### config.mk
export PLATFORM = sky130hd
export DESIGN_NAME = ct_pmp_chk_arb_flat
export DESIGN_NICKNAME = d
export VERILOG_FILES = /design/src/rtl/ct_pmp_chk_arb_if.sv /design/src/rtl/ct_pmp_chk_arb.sv /design/src/flat_wrapper.sv
export SDC_FILE = /design/constraint.sdc
export NUM_CORES = 1
export LEC_CHECK = 0
export CAP_MARGIN = 25
export CORE_MARGIN = 1
export CORE_UTILIZATION = 42
export DETAILED_ROUTE_END_ITERATION = 8
export PLACE_DENSITY = 0.95
export REMOVE_ABC_BUFFERS = 1
export SYNTH_ARGS = -nofsm -noshare
export SYNTH_HDL_FRONTEND = slang
export SYNTH_SLANG_ARGS = --single-unit
### constraint.sdc
create_clock -name forever_cpuclk -period 3.5 [get_ports forever_cpuclk]
set_input_delay 0.35 -clock forever_cpuclk [delete_from_list [all_inputs] [get_ports forever_cpuclk]]
set_output_delay 0.35 -clock forever_cpuclk [all_outputs]
set_load 0.01 [all_outputs]
### src/rtl/ct_pmp_chk_arb_if.sv
// Request, response and shared PMP-port signals of the three-requester PMP check arbiter.
interface ct_pmp_chk_arb_if;
   localparam int unsigned PA_W  = 28;
   localparam int unsigned FLG_W = 4;

   logic             req0_vld;
   logic             req1_vld;
   logic             req2_vld;
   logic [PA_W-1:0]  req0_pa;
   logic [PA_W-1:0]  req1_pa;
   logic [PA_W-1:0]  req2_pa;
   logic             req0_fetch;
   logic             req1_fetch;
   logic             req2_fetch;
   logic             arb_req0_grnt;
   logic             arb_req1_grnt;
   logic             arb_req2_grnt;
   logic             arb_rsp0_vld;
   logic             arb_rsp1_vld;
   logic             arb_rsp2_vld;
   logic [FLG_W-1:0] arb_rsp_flg;
   logic             cp0_pmp_wreg;
   logic [PA_W-1:0]  arb_pmp_pa;
   logic             arb_pmp_fetch;
   logic [FLG_W-1:0] pmp_arb_flg;

   modport master (
      output req0_vld, req1_vld, req2_vld,
      output req0_pa, req1_pa, req2_pa,
      output req0_fetch, req1_fetch, req2_fetch,
      output cp0_pmp_wreg, pmp_arb_flg,
      input  arb_req0_grnt, arb_req1_grnt, arb_req2_grnt,
      input  arb_rsp0_vld, arb_rsp1_vld, arb_rsp2_vld,
      input  arb_rsp_flg, arb_pmp_pa, arb_pmp_fetch
   );

   modport slave (
      input  req0_vld, req1_vld, req2_vld,
      input  req0_pa, req1_pa, req2_pa,
      input  req0_fetch, req1_fetch, req2_fetch,
      input  cp0_pmp_wreg, pmp_arb_flg,
      output arb_req0_grnt, arb_req1_grnt, arb_req2_grnt,
      output arb_rsp0_vld, arb_rsp1_vld, arb_rsp2_vld,
      output arb_rsp_flg, arb_pmp_pa, arb_pmp_fetch
   );
endinterface

### src/rtl/ct_pmp_chk_arb.sv
// Arbitrates three PMP check requesters onto one shared PMP port (2-cycle latency).
// Define CT_PMP_ARB_RR_EN for round-robin; fixed priority req0 > req1 > req2 otherwise.
module ct_pmp_chk_arb (
   input logic            forever_cpuclk,
   input logic            cpurst_b,
   ct_pmp_chk_arb_if.slave bus
);
   localparam int unsigned PA_W  = 28;
   localparam int unsigned FLG_W = 4;
   localparam int unsigned N_REQ = 3;

   typedef enum logic {RUN = 1'b0, FENCE = 1'b1} state_t;

   state_t             state_q;
   state_t             state_d;
   logic               grant_en_c;
   logic [N_REQ-1:0]   req_vld;
   logic [N_REQ-1:0]   sel_c;
   logic [N_REQ-1:0]   grnt_c;
   logic               grant_any_c;
   logic [1:0]         gid_c;
   logic [PA_W-1:0]    gnt_pa_c;
   logic               gnt_fetch_c;
   logic               retire_c;

   logic               s1_vld;
   logic [PA_W-1:0]    s1_pa;
   logic               s1_fetch;
   logic [1:0]         s1_id;
   logic [N_REQ-1:0]   rsp_vld_q;
   logic [FLG_W-1:0]   rsp_flg_q;

   assign req_vld = {bus.req2_vld, bus.req1_vld, bus.req0_vld};

`ifdef CT_PMP_ARB_RR_EN
   logic [1:0] rr_ptr;

   // Priority rotates so that rr_ptr names the first requester considered
   always_comb begin
      sel_c = '0;
      case (rr_ptr)
         2'd1: begin
            if      (req_vld[1]) sel_c = 3'b010;
            else if (req_vld[2]) sel_c = 3'b100;
            else if (req_vld[0]) sel_c = 3'b001;
         end
         2'd2: begin
            if      (req_vld[2]) sel_c = 3'b100;
            else if (req_vld[0]) sel_c = 3'b001;
            else if (req_vld[1]) sel_c = 3'b010;
         end
         default: begin
            if      (req_vld[0]) sel_c = 3'b001;
            else if (req_vld[1]) sel_c = 3'b010;
            else if (req_vld[2]) sel_c = 3'b100;
         end
      endcase
   end

   always_ff @(posedge forever_cpuclk or negedge cpurst_b) begin
      if (!cpurst_b)        rr_ptr <= 2'd0;
      else if (grant_any_c) rr_ptr <= (gid_c == 2'd2) ? 2'd0 : 2'(gid_c + 2'd1);
   end
`else
   always_comb begin
      sel_c = '0;
      if      (req_vld[0]) sel_c = 3'b001;
      else if (req_vld[1]) sel_c = 3'b010;
      else if (req_vld[2]) sel_c = 3'b100;
   end
`endif

   // Fence state register
   always_ff @(posedge forever_cpuclk or negedge cpurst_b) begin
      if (!cpurst_b) state_q <= RUN;
      else           state_q <= state_d;
   end

   // Grants only in RUN with no CSR write; FENCE gives the held entry one clean recheck cycle
   always_comb begin
      state_d    = state_q;
      grant_en_c = 1'b0;
      case (state_q)
         RUN: begin
            if (bus.cp0_pmp_wreg) state_d = FENCE;
            else                  grant_en_c = 1'b1;
         end
         FENCE: begin
            if (!bus.cp0_pmp_wreg) state_d = RUN;
         end
         default: state_d = RUN;
      endcase
   end

   assign grnt_c      = sel_c & {N_REQ{grant_en_c & cpurst_b}};
   assign grant_any_c = |grnt_c;
   assign retire_c    = s1_vld & ~bus.cp0_pmp_wreg;

   always_comb begin
      gid_c       = 2'd0;
      gnt_pa_c    = bus.req0_pa;
      gnt_fetch_c = bus.req0_fetch;
      if (grnt_c[1]) begin
         gid_c       = 2'd1;
         gnt_pa_c    = bus.req1_pa;
         gnt_fetch_c = bus.req1_fetch;
      end else if (grnt_c[2]) begin
         gid_c       = 2'd2;
         gnt_pa_c    = bus.req2_pa;
         gnt_fetch_c = bus.req2_fetch;
      end
   end

   // Stage 1 drives the PMP port; pa/fetch keep their value once the entry retires
   always_ff @(posedge forever_cpuclk or negedge cpurst_b) begin
      if (!cpurst_b) begin
         s1_vld    <= 1'b0;
         s1_pa     <= '0;
         s1_fetch  <= 1'b0;
         s1_id     <= 2'd0;
         rsp_vld_q <= '0;
         rsp_flg_q <= '0;
      end else begin
         rsp_vld_q <= retire_c ? 3'(3'b001 << s1_id) : 3'b000;
         if (retire_c) rsp_flg_q <= bus.pmp_arb_flg;
         if (grant_any_c) begin
            s1_vld   <= 1'b1;
            s1_pa    <= gnt_pa_c;
            s1_fetch <= gnt_fetch_c;
            s1_id    <= gid_c;
         end else if (retire_c) begin
            s1_vld   <= 1'b0;
         end
      end
   end

   assign bus.arb_req0_grnt = grnt_c[0];
   assign bus.arb_req1_grnt = grnt_c[1];
   assign bus.arb_req2_grnt = grnt_c[2];
   assign bus.arb_rsp0_vld  = rsp_vld_q[0];
   assign bus.arb_rsp1_vld  = rsp_vld_q[1];
   assign bus.arb_rsp2_vld  = rsp_vld_q[2];
   assign bus.arb_rsp_flg   = rsp_flg_q;
   assign bus.arb_pmp_pa    = s1_pa;
   assign bus.arb_pmp_fetch = s1_fetch;

endmodule

### src/flat_wrapper.sv
// flat-port wrapper written by rule: the top's interface ports become plain ports
module ct_pmp_chk_arb_flat 
  (forever_cpuclk, cpurst_b, bus_req0_vld, bus_req1_vld, bus_req2_vld, bus_req0_pa, bus_req1_pa, bus_req2_pa, bus_req0_fetch, bus_req1_fetch, bus_req2_fetch, bus_cp0_pmp_wreg, bus_pmp_arb_flg, bus_arb_req0_grnt, bus_arb_req1_grnt, bus_arb_req2_grnt, bus_arb_rsp0_vld, bus_arb_rsp1_vld, bus_arb_rsp2_vld, bus_arb_rsp_flg, bus_arb_pmp_pa, bus_arb_pmp_fetch);
  ct_pmp_chk_arb_if bus_i ();
  input logic forever_cpuclk;
  input logic cpurst_b;
  input wire logic [$bits(bus_i.req0_vld)-1:0] bus_req0_vld;
  input wire logic [$bits(bus_i.req1_vld)-1:0] bus_req1_vld;
  input wire logic [$bits(bus_i.req2_vld)-1:0] bus_req2_vld;
  input wire logic [$bits(bus_i.req0_pa)-1:0] bus_req0_pa;
  input wire logic [$bits(bus_i.req1_pa)-1:0] bus_req1_pa;
  input wire logic [$bits(bus_i.req2_pa)-1:0] bus_req2_pa;
  input wire logic [$bits(bus_i.req0_fetch)-1:0] bus_req0_fetch;
  input wire logic [$bits(bus_i.req1_fetch)-1:0] bus_req1_fetch;
  input wire logic [$bits(bus_i.req2_fetch)-1:0] bus_req2_fetch;
  input wire logic [$bits(bus_i.cp0_pmp_wreg)-1:0] bus_cp0_pmp_wreg;
  input wire logic [$bits(bus_i.pmp_arb_flg)-1:0] bus_pmp_arb_flg;
  output wire logic [$bits(bus_i.arb_req0_grnt)-1:0] bus_arb_req0_grnt;
  output wire logic [$bits(bus_i.arb_req1_grnt)-1:0] bus_arb_req1_grnt;
  output wire logic [$bits(bus_i.arb_req2_grnt)-1:0] bus_arb_req2_grnt;
  output wire logic [$bits(bus_i.arb_rsp0_vld)-1:0] bus_arb_rsp0_vld;
  output wire logic [$bits(bus_i.arb_rsp1_vld)-1:0] bus_arb_rsp1_vld;
  output wire logic [$bits(bus_i.arb_rsp2_vld)-1:0] bus_arb_rsp2_vld;
  output wire logic [$bits(bus_i.arb_rsp_flg)-1:0] bus_arb_rsp_flg;
  output wire logic [$bits(bus_i.arb_pmp_pa)-1:0] bus_arb_pmp_pa;
  output wire logic [$bits(bus_i.arb_pmp_fetch)-1:0] bus_arb_pmp_fetch;
  assign bus_i.req0_vld = bus_req0_vld;
  assign bus_i.req1_vld = bus_req1_vld;
  assign bus_i.req2_vld = bus_req2_vld;
  assign bus_i.req0_pa = bus_req0_pa;
  assign bus_i.req1_pa = bus_req1_pa;
  assign bus_i.req2_pa = bus_req2_pa;
  assign bus_i.req0_fetch = bus_req0_fetch;
  assign bus_i.req1_fetch = bus_req1_fetch;
  assign bus_i.req2_fetch = bus_req2_fetch;
  assign bus_i.cp0_pmp_wreg = bus_cp0_pmp_wreg;
  assign bus_i.pmp_arb_flg = bus_pmp_arb_flg;
  assign bus_arb_req0_grnt = bus_i.arb_req0_grnt;
  assign bus_arb_req1_grnt = bus_i.arb_req1_grnt;
  assign bus_arb_req2_grnt = bus_i.arb_req2_grnt;
  assign bus_arb_rsp0_vld = bus_i.arb_rsp0_vld;
  assign bus_arb_rsp1_vld = bus_i.arb_rsp1_vld;
  assign bus_arb_rsp2_vld = bus_i.arb_rsp2_vld;
  assign bus_arb_rsp_flg = bus_i.arb_rsp_flg;
  assign bus_arb_pmp_pa = bus_i.arb_pmp_pa;
  assign bus_arb_pmp_fetch = bus_i.arb_pmp_fetch;
  ct_pmp_chk_arb u_core (.forever_cpuclk(forever_cpuclk), .cpurst_b(cpurst_b), .bus(bus_i));
endmodule
; ---- Word level (Yosys, flattened, before mapping)
; Cells that the tools add are included.
[op_classes]
n_mux = 15
n_shift = 1
n_mul = 0
n_bitwise = 4
magnitude_cmp = 0
n_div = 0
n_reduce_logical = 2
eq_ne = 0
n_addsub = 0
[op_table]
columns = cell, n
row1 = $mux W28, 2
row2 = $mux W3, 4
row3 = $mux W1, 7
row4 = $mux W2, 2
row5 = $and A3 B3 Y3, 1
row6 = $reduce_or A3 Y1, 1
row7 = $shl A1 B2 Y3 const A, 1
row8 = $and A1 B1 Y1, 2
row9 = $reduce_bool A2 Y1, 1
row10 = $not A1 Y1, 1
[totals]
ff_bits = 40
inputBits = 97
ram_bits = 0
elab_cells = 29
rom_bits = 0
n_memories = 0
out_inout_bits = 39
latch_bits = 0

; ---- Logic depth before layout (Yosys ltp)
[logic_depth]
depth_word = 6
mapped_depth = 6
mapped_depth_nobuf = 3

; ---- Least setup slack after synthesis
; No wires, ideal clock.
[synth_timing]
path_kind = reg2out
startpoint = register u_core.state_q
endpoint = output bus_arb_req2_grnt
required_ps = 3150
slack_ps = 2013
path_stages_with_launch = 5
arrival_time_ps = 1137
n_path_buf = 1
path_cell_list = dfrtp_1 nor3b_4 buf_2 nand2_1 nor2_1
[synth_via]
elab_chain_len = 3
[synth_rtl]
columns = element, line_no
row1 = start: declaration, ct_pmp_chk_arb.sv:14  ; state_t state_q;
row2 = start signal: assignment, ct_pmp_chk_arb.sv:76  ; else state_q <= state_d;
row3 = $mux W1, ct_pmp_chk_arb.sv:83  ; case (state_q)
row4 = $and A1 B1 Y1, ct_pmp_chk_arb.sv:95  ; assign grnt_c = sel_c & {N_REQ{grant_en_c & cpurst_b}};
row5 = $and A3 B3 Y3, ct_pmp_chk_arb.sv:95
row6 = end: declaration, flat_wrapper.sv:20  ; output wire logic [$bits(bus_i.arb_req2_grnt)-1:0] bus_arb_req2_grnt;
; No other way between the ends.

; ---- Final worst setup path
[layout_timing]
startpoint = input bus_cp0_pmp_wreg
endpoint = output bus_arb_req2_grnt
[layout_via]
elab_chain_len = 4
[layout_rtl]
columns = element, line_no
row1 = start: declaration, flat_wrapper.sv:16  ; input wire logic [$bits(bus_i.cp0_pmp_wreg)-1:0] bus_cp0_pmp_wreg;
row2 = $mux W1, ct_pmp_chk_arb.sv:85  ; if (bus.cp0_pmp_wreg) state_d = FENCE;
row3 = $mux W1, ct_pmp_chk_arb.sv:83
row4 = $and A1 B1 Y1, ct_pmp_chk_arb.sv:95
row5 = $and A3 B3 Y3, ct_pmp_chk_arb.sv:95
; No other way between the ends.

==> metrics.md <==
| Metric | Value |
|---|---|
| Outcome | `complete, no violations` |
| Htree depth | `2` |
| Post-cts gate resize count | `0` |
| I/O Buffers | `135` |
| Reg clk slew, reported paths | `0.08 ns` |
| Top delay family on crit path | `buffers and inverters` |
| FP Rows | `27` |
| Post-DP Area | `0.00376 mm2` |
| Critical Path AT | `2.09 ns` |
| Synth Area in Adders | `0%` |
| RR Endpoint | `u_core.bus.arb_pmp_pa[27]$_DFFE_PN0P_` |
| Initial Util | `43.8%` |
| Biggest cell delay along the critical path | `0.56 ns` |
| Placer Congestion | `0.759` |
| Total Routing Usage GR | `24.3%` |
| Fill cell count | `434` |
| Vias in the first global route | `2386` |
| Worst setup EP type | `output port` |
| N_diodes | `0` |
| Post-route DRC | `0` |
| CTS sink cnt | `40` |
| Vias | `2406` |
| Flops & latches, synth | `40` |
| CTS Hold Bufs | `0` |
| CP Launch Type | `primary input` |
| HPWL after detailed placement | `5170 um` |
| WL per Instance | `17.8 um` |
| Register area | `0.00100 mm2` |
| Multi-input gate area | `0.00126 mm2` |
| Post-synth EDFFs | `0` |
| Setup Crit Path Kind | `primary input to output port` |
| CTS tree | `built` |
| Area growth syn-to-layout | `59.2%` |
| Placed Instances | `404` |
| Worst r2r src | `u_core.state_q$_DFF_PN0_` |
| Final WL | `7330 um` |
| Routed vias/inst | `5.84` |
| Later-pin clock latency in the skew report | `0.29 ns` |
| Xor/xnor share of the synthesized area | `0%` |
| Max clock buf depth | `2` |
| Reg-to-reg slack, setup | `1.74 ns` |
| Max Slew Vio Count | `0` |
| I/O Pins | `136` |
| Post-synthesis mux area share | `0%` |
| Most numerous cell in the Yosys netlist | `dfrtp_1` |
| Worst EP required | `3.15 ns` |
| Skew final | `0.00586 ns` |
| Remaining antenna violation count | `0` |
| Postcts setup bufs | `0` |
| Share of the synthesized area in the top cell type | `41.2%` |
| Simple-gate share of the synthesized area | `16.4%` |
| Remaining Overflow, GRT | `0` |
| Max-cap viol count | `0` |
| Ranking of synthesized cells by area | `dfrtp_1 (41%), o221a_1 (13%), o21ba_2 (12%)` |
| Worst Path Max Fanout | `9` |
| Pin count of the biggest net entering global routing | `55` |
| Syn Area/Cell | `11.1 um2` |
| Final #Nets | `436` |
| Number of unique standard cell types used by synthesis | `27` |
| Buffers & Inverters on Critical Path | `2` |
| Relative slew slack | `59.7%` |
| Final Hold Vio Count | `0` |
| Async SR Flop Fraction | `100%` |
| Final worst-path cycle share | `69.7%` |
| Final setup violation count | `0` |
| Commonest cells post-synth | `dfrtp_1 (40), nor4b_1 (29), o221a_1 (29)` |
| R2R depth | `4` |
| Share of layout cells above drive strength 1 | `14.7%` |
| Initial antenna violation count | `0` |
| Post-Layout Cell Count | `412` |
| Main combinational cell family by area after synthesis | `compound AO/OA/AOI/OAI gates` |
| Die area | `0.00609 mm2` |
| Iter 0 DRT Violations | `89` |
| RSZ-0062 raised after global routing | `false` |
| Post-synthesis compound-gate area fraction | `35.4%` |
| Core Region | `0.00554 mm2` |
| Post-Synthesis Cells | `218` |
| Crit-path cells | `clkdlybuf4s50_1 > nor3b_4 > nand2_1 > nor2_1 > clkdlybuf4s50_1` |
| LEAKAGE | `0.00138 uW` |
| Final Critical Period | `2.44 ns` |
| Sequential area share after synthesis | `41.2%` |
| FMAX | `0.410 GHz` |
| Area leader, netlist | `dfrtp_1` |
| First-pass GRT wire length | `11600 um` |
| Yosys warnings | `0` |
| Tightest Pin Transition | `0.605 ns` |
| Mapped Area | `0.00243 mm2` |
| Crit path top cell by count | `clkdlybuf4s50_1` |
| Synth Flop Type | `dfrtp_1` |
| DRT Pass-1 Iters | `4` |
| CTS buffer count | `5` |
| Die Wd | `78.0 um` |
| Clk root buf | `clkbuf_8` |
| Pwr Density | `385 mW/mm2` |
| Post-route cell area | `0.00386 mm2` |
| Setup tns final | `0 ns` |
| Die extent in y | `78.0 um` |
| CP max stage cell | `clkdlybuf4s50_1` |
| Peak supply drop | `237 uV` |
| Worst min path class | `primary input to async pin` |
area by class of cell:
class,count,area share [%]
Timing Repair Buffer,143,36.1
Multi-Input combinational cell,146,32.5
Clock inverter,2,0.907
Sequential cell,40,25.9
Inverter,3,0.291
Tap cell,72,2.33
Clock buffer,6,1.88
state kept, by name, indices dropped and copies added, names as in the netlist:
| name | count |
|---|---|
| u_core.bus.arb_pmp_pa | 28 |
| u_core.bus.arb_rsp_flg | 4 |
| u_core.rsp_vld_q | 3 |
| u_core.s1_id | 2 |
| u_core.bus.arb_pmp_fetch | 1 |
| u_core.s1_vld | 1 |
| u_core.state_q | 1 |
worst register-to-register path, stage by stage (launching register included):
cell and delay [ns]:
dfrtp_1 0.40, nor3b_4 0.39, buf_4 0.26, o21a_4 0.38, o221a_1 0.27
kinds of logic (layout without fill, tap and decap cells):
group                  after synthesis  in the layout
buffers and inverters               32            154
DFF                                 40             40
and+or+nand+nor                     55             55
AOI/OAI and AO/OA                   91             91
worst max-delay path by stage:
stage                                   startpoint  slack [ns]                                    to  cells after the start
after global routing              bus_cp0_pmp_wreg        0.95                     bus_arb_req2_grnt                      5
after global placement            bus_cp0_pmp_wreg        1.14                     bus_arb_req2_grnt                      5
after detailed placement          bus_cp0_pmp_wreg        1.06                     bus_arb_req2_grnt                      5
final                             bus_cp0_pmp_wreg        1.06                     bus_arb_req2_grnt                      5
after CTS                         bus_cp0_pmp_wreg        1.06                     bus_arb_req2_grnt                      5
after floorplan           u_core.state_q$_DFF_PN0_        1.02  u_core.bus.arb_pmp_fetch$_DFFE_PN0P_                      3
per-stage QoR:
step | hold WS [ns] | setup WS [ns] | total power, uW | utilization, %
final | 0.167 | 1.06 | 1490 | 69.7
after global routing | 0.191 | 0.953 | 1560 | 69.7
after CTS | 0.169 | 1.06 | 1500 | 69.7
after detailed placement | 0.438 | 1.06 | 1120 | 67.8
after global placement | 0.414 | 1.14 | 1110 | 67.8
after floorplan | 0.0544 | 1.02 | 776 | -
routing by layer:
metal	wire length, um	global-route usage (%)	vias to the layer above	part of all wire [%]
met2	3600	40.4	124	49
li1	-	-	1108	-
met5	0	0	-	0
met3	521	5.58	14	7.1
met4	140	7.96	0	1.9
met1	3060	31.2	1160	42
layout by cell type (no fill, tap or decap), types with 2 or more instances in the layout:
master,count
clkdlybuf4s50_1,132
dfrtp_1,40
nor4b_1,29
o221a_1,29
o21ba_2,28
o211ai_1,28
nand2_1,14
buf_4,8
clkbuf_8,5
a21oi_1,3
buf_2,3
inv_1,2
nand2b_1,2
nor3_1,2
power breakdown:
part / internal [uW] / leakage (uW) / switching [uW]
registers: 549 / 0.000460 / 55.6
logic: 329 / 0.000861 / 182
clock network: 212 / 0.0000552 / 161
(Power assumes the default switching activity.)
